--- src/rtl/uart_cmd_pkg.sv ---
// Shared types and constants for the UART command framer.
package uart_cmd_pkg;

   typedef enum logic [2:0] {
      IDLE = 3'd0,
      OPC  = 3'd1,
      DHI  = 3'd2,
      DLO  = 3'd3,
      CHK  = 3'd4
   } state_t;

   typedef enum logic [1:0] {
      ERR_NONE = 2'd0,
      ERR_CHK  = 2'd1,
      ERR_TMO  = 2'd2,
      ERR_OVR  = 2'd3
   } err_t;

   localparam logic [7:0] HDR_BYTE_DEFAULT = 8'hAA;

   // Expected CHK byte for a given running sum of OPCODE, DATA_HI, DATA_LO.
   function automatic logic [7:0] frame_chk(input logic [7:0] sum);
      return ~sum;
   endfunction

endpackage

--- src/rtl/uart_byte_timer.sv ---
// Inter-byte timeout down-counter: clr reloads, run counts down, expired flags zero while running.
module uart_byte_timer #(
   parameter int CYCLES = 52080
) (
   input  logic clk,
   input  logic rst_n,
   input  logic clr,
   input  logic run,
   output logic expired
);

   localparam int W = $clog2(CYCLES + 1);
   localparam logic [W-1:0] LOAD = W'(CYCLES - 1);

   logic [W-1:0] cnt;

   // Remaining-cycle counter.
   always_ff @(posedge clk or negedge rst_n) begin
      if (!rst_n) begin
         cnt <= '0;
      end else if (clr) begin
         cnt <= LOAD;
      end else if (run && (cnt != '0)) begin
         cnt <= cnt - 1'b1;
      end else begin
         cnt <= cnt;
      end
   end

   assign expired = run && (cnt == '0);

endmodule

--- src/rtl/uart_cmd_framer.sv ---
// Assembles UART bytes into HDR/OPCODE/DATA_HI/DATA_LO/CHK command frames.
// Optional saturating error counter enabled by macro UART_CMD_ERR_CNT_EN.
module uart_cmd_framer #(
   parameter logic [7:0] HDR_BYTE       = uart_cmd_pkg::HDR_BYTE_DEFAULT,
   parameter int         TIMEOUT_CYCLES = 52080
) (
   input  logic        clk,
   input  logic        rst_n,
   input  logic [7:0]  rx_data,
   input  logic        rx_rdy,
   output logic        clr_rx_rdy,
   output logic [7:0]  cmd_opcode,
   output logic [15:0] cmd_data,
   output logic        cmd_rdy,
   input  logic        clr_cmd_rdy,
   output logic        frame_err,
   output logic [1:0]  err_code,
   output logic [7:0]  err_cnt
);

   import uart_cmd_pkg::*;

   state_t     state;
   state_t     next_state;
   logic [7:0] opc_byte;
   logic [7:0] dhi_byte;
   logic [7:0] dlo_byte;
   logic [7:0] sum;
   logic       accept;
   logic       expired;
   logic       commit;
   logic       chk_err;
   logic       tmo;
   logic       overrun;
   logic       err_set;
   err_t       err_next;
   err_t       err_reg;

   // The cycle after an accept is blanked by clr_rx_rdy, so a held rx_rdy is consumed once.
   assign accept = rx_rdy && !clr_rx_rdy;

   uart_byte_timer #(.CYCLES(TIMEOUT_CYCLES)) u_timer (
      .clk     (clk),
      .rst_n   (rst_n),
      .clr     (accept || (state == IDLE)),
      .run     (state != IDLE),
      .expired (expired)
   );

   // Next-state and frame-event decode.
   always_comb begin
      next_state = state;
      commit     = 1'b0;
      chk_err    = 1'b0;
      tmo        = 1'b0;
      case (state)
         IDLE: begin
            if (accept && (rx_data == HDR_BYTE)) begin
               next_state = OPC;
            end else begin
               next_state = IDLE;
            end
         end
         OPC, DHI, DLO: begin
            if (accept) begin
               next_state = (state == OPC) ? DHI : ((state == DHI) ? DLO : CHK);
            end else if (expired) begin
               next_state = IDLE;
               tmo        = 1'b1;
            end else begin
               next_state = state;
            end
         end
         CHK: begin
            if (accept) begin
               next_state = IDLE;
               if (rx_data == frame_chk(sum)) begin
                  commit = 1'b1;
               end else begin
                  chk_err = 1'b1;
               end
            end else if (expired) begin
               next_state = IDLE;
               tmo        = 1'b1;
            end else begin
               next_state = CHK;
            end
         end
         default: begin
            next_state = IDLE;
         end
      endcase
   end

   // A simultaneous clear means the consumer has taken the old frame, so no overrun.
   assign overrun  = commit && cmd_rdy && !clr_cmd_rdy;
   assign err_set  = chk_err || tmo || overrun;
   assign err_next = chk_err ? ERR_CHK : (tmo ? ERR_TMO : ERR_OVR);

   // State register.
   always_ff @(posedge clk or negedge rst_n) begin
      if (!rst_n) begin
         state <= IDLE;
      end else begin
         state <= next_state;
      end
   end

   // Frame byte capture and running checksum.
   always_ff @(posedge clk or negedge rst_n) begin
      if (!rst_n) begin
         opc_byte <= 8'h00;
         dhi_byte <= 8'h00;
         dlo_byte <= 8'h00;
         sum      <= 8'h00;
      end else if (accept) begin
         case (state)
            OPC: begin
               opc_byte <= rx_data;
               sum      <= rx_data;
            end
            DHI: begin
               dhi_byte <= rx_data;
               sum      <= sum + rx_data;
            end
            DLO: begin
               dlo_byte <= rx_data;
               sum      <= sum + rx_data;
            end
            default: begin
               sum <= sum;
            end
         endcase
      end else begin
         sum <= sum;
      end
   end

   // Registered handshake, command and error outputs.
   always_ff @(posedge clk or negedge rst_n) begin
      if (!rst_n) begin
         clr_rx_rdy <= 1'b0;
         cmd_opcode <= 8'h00;
         cmd_data   <= 16'h0000;
         cmd_rdy    <= 1'b0;
         frame_err  <= 1'b0;
         err_reg    <= ERR_NONE;
      end else begin
         clr_rx_rdy <= accept;
         frame_err  <= err_set;
         err_reg    <= err_set ? err_next : err_reg;
         if (commit) begin
            cmd_opcode <= opc_byte;
            cmd_data   <= {dhi_byte, dlo_byte};
            cmd_rdy    <= 1'b1;
         end else if (clr_cmd_rdy) begin
            cmd_rdy    <= 1'b0;
         end else begin
            cmd_rdy    <= cmd_rdy;
         end
      end
   end

   assign err_code = err_reg;

`ifdef UART_CMD_ERR_CNT_EN
   logic [7:0] err_cnt_reg;

   // Saturating error counter; a new error takes priority over the consumer clear.
   always_ff @(posedge clk or negedge rst_n) begin
      if (!rst_n) begin
         err_cnt_reg <= 8'h00;
      end else if (err_set) begin
         err_cnt_reg <= (err_cnt_reg == 8'hFF) ? 8'hFF : (err_cnt_reg + 8'h01);
      end else if (clr_cmd_rdy) begin
         err_cnt_reg <= 8'h00;
      end else begin
         err_cnt_reg <= err_cnt_reg;
      end
   end

   assign err_cnt = err_cnt_reg;
`else
   assign err_cnt = 8'h00;
`endif

endmodule
--- config.mk ---
export PLATFORM = sky130hd
export DESIGN_NAME = uart_cmd_framer
export DESIGN_NICKNAME = d
export VERILOG_FILES = /design/src/rtl/uart_cmd_pkg.sv /design/src/rtl/uart_byte_timer.sv /design/src/rtl/uart_cmd_framer.sv
export SDC_FILE = /design/constraint.sdc
export NUM_CORES = 1
export LEC_CHECK = 0
export CAP_MARGIN = 20
export CORE_MARGIN = 8
export CORE_UTILIZATION = 52
export CTS_BUF_LIST = sky130_fd_sc_hd__clkbuf_2
export CTS_CLUSTER_DIAMETER = 80
export CTS_CLUSTER_SIZE = 12
export DETAILED_ROUTE_END_ITERATION = 8
export GPL_TIMING_DRIVEN = 0
export PLACE_DENSITY = 0.78
export RECOVER_POWER = 100
export SYNTH_ARGS = -nofsm -noshare
export SYNTH_HDL_FRONTEND = slang
export SYNTH_HIERARCHICAL = 1
export SYNTH_SLANG_ARGS = --single-unit
--- constraint.sdc ---
create_clock -name clk -period 2.1 [get_ports clk]
set_input_delay 0.315 -clock clk [delete_from_list [all_inputs] [get_ports clk]]
set_output_delay 0.315 -clock clk [all_outputs]
set_load 0.03 [all_outputs]
# ---- Yosys cells after proc, flatten, opt, wreduce, memory -nomap -nowiden
# Cells that the tools add are included.
dict set report op_classes {
  add_sub_neg 2
  n_eq_ne 7
  mux 24
  bitwise_logic 1
  n_reduce_logical 25
}
# cell n
set ops {}
lappend ops {{$mux 16} 2}
lappend ops {{$mux 3} 6}
lappend ops {{$logic_not 16->1} 1}
lappend ops {{$pmux 8 s2} 1}
lappend ops {{$reduce_bool 16->1} 1}
lappend ops {{$sub 16x1->16 const B} 1}
lappend ops {{$mux 1} 13}
lappend ops {{$pmux 3 s3} 1}
lappend ops {{$add 8x8->8} 1}
lappend ops {{$eq 8x8->1} 1}
lappend ops {{$eq 8x8->1 const B} 1}
lappend ops {{$not 8->8} 1}
lappend ops {{$reduce_and 2->1} 4}
lappend ops {{$eq 3x2->1 const B} 2}
lappend ops {{$logic_and 1x1->1} 6}
lappend ops {{$reduce_bool 2->1} 3}
lappend ops {{$reduce_or 4->1} 1}
lappend ops {{$eq 3x1->1 const B} 1}
lappend ops {{$eq 3x3->1 const B} 1}
lappend ops {{$logic_not 3->1} 1}
lappend ops {{$logic_or 1x1->1} 3}
lappend ops {{$ne 3x3->1 const B} 1}
lappend ops {{$reduce_bool 3->1} 1}
lappend ops {{$reduce_or 3->1} 1}
lappend ops {{3 further kinds} 4}
dict set report totals {
  ff_bits 80
  output_inout_bits 37
  wordCells 71
}

# ---- Longest topological paths before layout
# Gate-level depths: netlist of the first run.
dict set report logic_depth {
  ltp_word 8
  depth_mapped 8
  ltp_nobuf 8
}

# ---- Modules after synthesis
# Netlist of the first run, hierarchy kept.
# module n_inst cells_each area_each_um2
set by_module_without_submodules {}
lappend by_module_without_submodules {uart_cmd_framer 1 248 3075.4}
lappend by_module_without_submodules {uart_byte_timer 1 94 930.9}

# ---- Least setup slack after synthesis of the first run
# No wires, ideal clock.
dict set report synth_timing {
  kind {flip-flop to flip-flop}
  startpoint {register state[2]}
  endpoint {register u_timer.cnt[13]}
  arrival_ns 1.841
  required_ns 2.022
  slack_ns 0.181
  stages_incl_launch_ff 7
  n_path_buf 1
  cell_sequence {dfrtp_1 > clkbuf_1 > or3_1 > nor3b_1 > nand4_1 > or4_1 > a21oi_1}
}
dict set report synth_via {
  elab_chain_cells 3
}
# element line_no
set synth_lines {}
lappend synth_lines {{start: declaration} uart_cmd_framer.sv:23} ;# state_t state;
lappend synth_lines {{start signal: assignment} uart_cmd_framer.sv:105} ;# state <= next_state;
lappend synth_lines {{$logic_not 3->1 / $reduce_bool 3->1 (equally long branches)} {uart_cmd_framer.sv:45, uart_cmd_framer.sv:46}}
lappend synth_lines {{$logic_or 1x1->1 / $logic_and 1x1->1 (equally long branches)} {uart_cmd_framer.sv:45, uart_byte_timer.sv:23}}
lappend synth_lines {{$mux 16 / $reduce_bool 2->1 (equally long branches)} -}
lappend synth_lines {{end signal: assignment} uart_byte_timer.sv:24} ;# cnt <= cnt - 1'b1;
lappend synth_lines {{end signal: assignment} uart_byte_timer.sv:26} ;# cnt <= cnt;
lappend synth_lines {{end: declaration} uart_byte_timer.sv:15} ;# logic [W-1:0] cnt;
# Parallel ways exist; a longest one is shown, timed or not.
# A chain may end at the register's enable or synchronous reset.

# ---- Worst setup path in the final report of the first run
dict set report layout_timing {
  startpoint {input rx_data[4]}
  endpoint {register cmd_opcode[0]}
}
dict set report layout_via {
  elab_chain_cells 4
}
# element line_no
set layout_lines {}
lappend layout_lines {{start: declaration} uart_cmd_framer.sv:9} ;# input logic [7:0] rx_data,
lappend layout_lines {{$eq 8x8->1} uart_cmd_framer.sv:77} ;# if (rx_data == frame_chk(sum)) begin
lappend layout_lines {{$mux 1} uart_cmd_framer.sv:77}
lappend layout_lines {{$mux 1} uart_cmd_framer.sv:75} ;# if (accept) begin
lappend layout_lines {{$mux 1} uart_cmd_framer.sv:56} ;# case (state)
lappend layout_lines {{end signal: assignment} uart_cmd_framer.sv:153} ;# cmd_opcode <= opc_byte;
lappend layout_lines {{end: declaration} uart_cmd_framer.sv:12} ;# output logic [7:0] cmd_opcode,
# Every way passes these cells.

==> flow_summary_export.csv, run 1 <==
group,metric,value,unit
synthesis,ys_warn_count,6,
worst_setup_path,startpoint,"rx_data[4]",
die,fp.coreArea,7607,um^2
synthesis,synth_area,4006,um^2
sta,max_clock_freq,496.3,MHz
finish,nNetsFinal,424,
clock_tree,clk_pin_slew_worst_paths,0.25,ns
power,seq_power_share,0.456,
power,share_comb_of_total_power,0.324,
synthesis,synth_flop_cell,"dfrtp_1",
global_route,grt_pass1_vias,2814,
placed_design,hpwl,6176,um
sta,maxSlewHeadroom,0.2365,
power,leakage,0.002089,uW
sta,hold_violations,0,
worst_setup_path,required,2.53,ns
global_route,grt_use_met3,0.04151,
sta,fin_crit,2.015,ns
synthesis,synth_compound_area_frac,0.09963,
die,die_y,103.8,um
finish,diodes,0,
synthesis,synthAdderAreaFrac,0.02998,
routing,drt_iter0_markers,175,
routing,drt-total-wl,8515,um
global_route,antenna_found_initial,0,
synthesis,synthCells,342,
flow_run,cap_violations,0,
sta,finalCritPeriodShare,0.9594,
power,clkPwrFrac,0.220,
synthesis,avgSynthCellArea,11.71,um^2
die,die_x,103.8,um
routing,vias_per_cell,5.608,
power,worst_ir_drop_vdd,0.0004084,V
synthesis,ys_async_sr_fraction,1.000,
routing,drc_errors,0,
routing,drtAntennaViolNets,0,
worst_setup_path,critPathMaxStageDelay,0.63,ns
power,p_sw,1628,uW
die,io_pins,49,
clock_tree,cts_root_buf,"clkbuf_2",
synthesis,synth_top_family_by_area,"multiplexers",
global_route,grt_use_met2,0.2580,
finish,drive_gt1_frac,0.2059,
clock_tree,cts_tree,"done",
worst_setup_path,rr_startpoint,"sum[2]$_DFFE_PN0P_",
worst_setup_path,slowest_stage,"clkdlybuf4s50_1",
power,power,4613,uW
sta,finalClockSkew,0.03500,ns
placed_design,placedInstanceArea,4576,um^2
finish,postLayoutCellArea,4741,um^2
synthesis,synth-seq-cells,80,
worst_setup_path,endpoint_kind,"register",
worst_setup_path,cp_cell_sequence,"clkdlybuf4s50_1 -> ha_4 -> nand4_1 -> nor3_4 -> nand2b_1 -> buf_6 -> buf_4 -> mux2_4",
global_route,grt_first_pass_wirelength,14150,um
power,p_sw_frac,0.3529,
worst_setup_path,crit_path_start_kind,"input pin",
worst_setup_path,crit_arrival,2.45,ns
clock_tree,cts_sinks,80,
sta,worst_slew_pin_slew,1.145,ns
global_route,grt_max_degree,63,
synthesis,synth_simple_gate_area_frac,0.1596,
finish,final_cell_mix,"79 x dfrtp_1, 33 x clkdlybuf4s50_1, 26 x mux2_2",
die,start_util,0.5266,
placed_design,pre_cts_ws,-0.6383,ns
run_status,status,"complete, no violations",
routing,dr_total_vias,2860,
sta,rsz0062_at_grt,"false",
placed_design,finalWeightedCongestion,0.8740,
synthesis,synth_xor_area_frac,0.002186,
global_route,grt_usage,0.1597,
finish,mostFrequentLayoutCell,"dfrtp_1",
placed_design,numPlacedInstances,491,
finish,final_cells,510,
global_route,met1_usage,0.2029,
global_route,grt.busiest_layer,"met2",
worst_setup_path,cp_max_fo,10,
clock_tree,cts_buffer_depth,2,
finish,area_delta_synth_final,18.33,%
power,p_int,2985,uW
synthesis,synth_edf_count,0,
global_route,gr-total-overflow,0,
sta,slew_viol_final,0,
clock_tree,cts_made_buffers,9,
die,die-area,10770,um^2
synthesis,synth_mux_area_frac,0.1618,
clock_tree,cts.htree.levels,3,
sta,tns,0,ns
worst_hold_path,hold_start,"rx_data[7]",
die,placementRows,32,
routing,first_pass_iters,4,
sta,finalSetupViolations,0,
routing,drt-wirelength-per-cell,16.70,um
synthesis,yosysSeqAreaShare,0.4997,
placed_design,portBuffers,39,
worst_setup_path,path_class,"input pin to register",
synthesis,synth_cell_type_count,60,
power,power_density,973.1,nW/um^2
clock_tree,clock_latency,0.54,ns
sta,layout_setup_ws,0.08519,ns
worst_hold_path,hold_path_class,"input pin to register",
-- path summary, 6_finish.rpt --
check                           depth (start not counted)                         to  slack [ns]
min in group asynchronous                               2    dlo_byte[4]$_DFFE_PN0P_        0.49
worst min-delay path                                    2    dlo_byte[7]$_DFFE_PN0P_        0.09
worst min register to register                          1    cmd_data[7]$_DFFE_PN0P_        0.52
worst max register to register                          7  cmd_opcode[0]$_DFFE_PN0P_        0.13
worst max-delay path                                    8  cmd_opcode[0]$_DFFE_PN0P_        0.09
max in group asynchronous                               3    opc_byte[6]$_DFFE_PN0P_        0.74
-- critical path: cells and delay by family --
family	cells	cell delay, ns
buf+inv	3	0.96
simple gates	3	0.45
fa+ha+maj	1	0.42
mux	1	0.30
-- cells by family (layout without fill, tap and decap cells) --
group | after synthesis | in the layout
AND/OR/NAND/NOR | 110 | 110
flip-flops | 80 | 80
AO/OA/AOI/OAI | 60 | 60
multiplexers | 52 | 52
buffers and inverters | 29 | 88
adder cells (fa/ha/maj) | 9 | 9
other | 1 | 8
XOR/XNOR | 1 | 1
-- repair_timing --
action,4_1_cts,5_1_grt
endpoints found under the hold margin,80,0
gates resized for setup,3,8
buffers inserted,0,3
endpoints found under the setup margin,21,30
hold buffers,1,0
pin swaps,0,1
-- layout make-up --
cell class / instances / area (um^2)
Fill cell: 631 / 2867
Inverter: 11 / 41.29
Clock inverter: 7 / 110.1
Tap cell: 102 / 127.6
Timing Repair Buffer: 44 / 437.9
Multi-Input combinational cell: 240 / 1858
Buffer: 17 / 117.6
Clock buffer: 9 / 45.04
Sequential cell: 80 / 2003
-- state kept, by name, indices dropped and copies added, names as in the netlist --
| signal | count |
|---|---|
| clr_rx_rdy | 1 |
| cmd_data | 16 |
| cmd_opcode | 8 |
| cmd_rdy | 1 |
| dhi_byte | 8 |
| dlo_byte | 8 |
| err_code | 2 |
| frame_err | 1 |
| opc_byte | 8 |
| state | 3 |
| sum | 8 |
| u_timer/cnt | 16 |
-- per-stage QoR --
step                      utilization  hold WS [ns]
final                          0.6232       0.09363
after global placement         0.5982        0.4631
after floorplan                     -       0.01941
after detailed placement       0.6015        0.2202
after CTS                      0.6266       0.04723
after global routing           0.6232       0.02197
-- layer usage --
layer,routed length [um],vias to the layer above
met4,100,0
met1,3752,1405
met5,0,-
met3,412,7
li1,-,1367
met2,4250,81
-- cell usage after synthesis, types with 6 or more instances --
master	n	area, um^2
dfrtp_1	80	2002
mux2_2	26	292.8
nor2_1	23	86.33
mux2_4	19	285.3
a21oi_1	18	90.09
nand2_1	18	67.56
nor3_1	12	60.06
o21ai_0	11	55.05
inv_1	10	37.54
buf_4	9	67.56
nand3_1	9	45.04
or3_1	9	56.30
ha_1	8	100.1
mux2i_1	7	70.07
nor2b_1	6	37.54
-- power groups by stage --
stage	registers [uW]	clock network, uW	logic (uW)
CTS	2110	1040	1470
global placement	2100	0	1360
detailed placement	2130	0	1430
finish	2100	1020	1490
floorplan	2070	0	1100
global route	2150	1110	1630
No activity file was read; power rests on OpenSTA's default activity.
==> run 2, diff against run 1 <==
Settings changed: ABC_CLOCK_PERIOD_IN_PS from default to 2100.
==> results of run 2 <==
No change in the layout: final DEF, timing and power equal those of run 1.
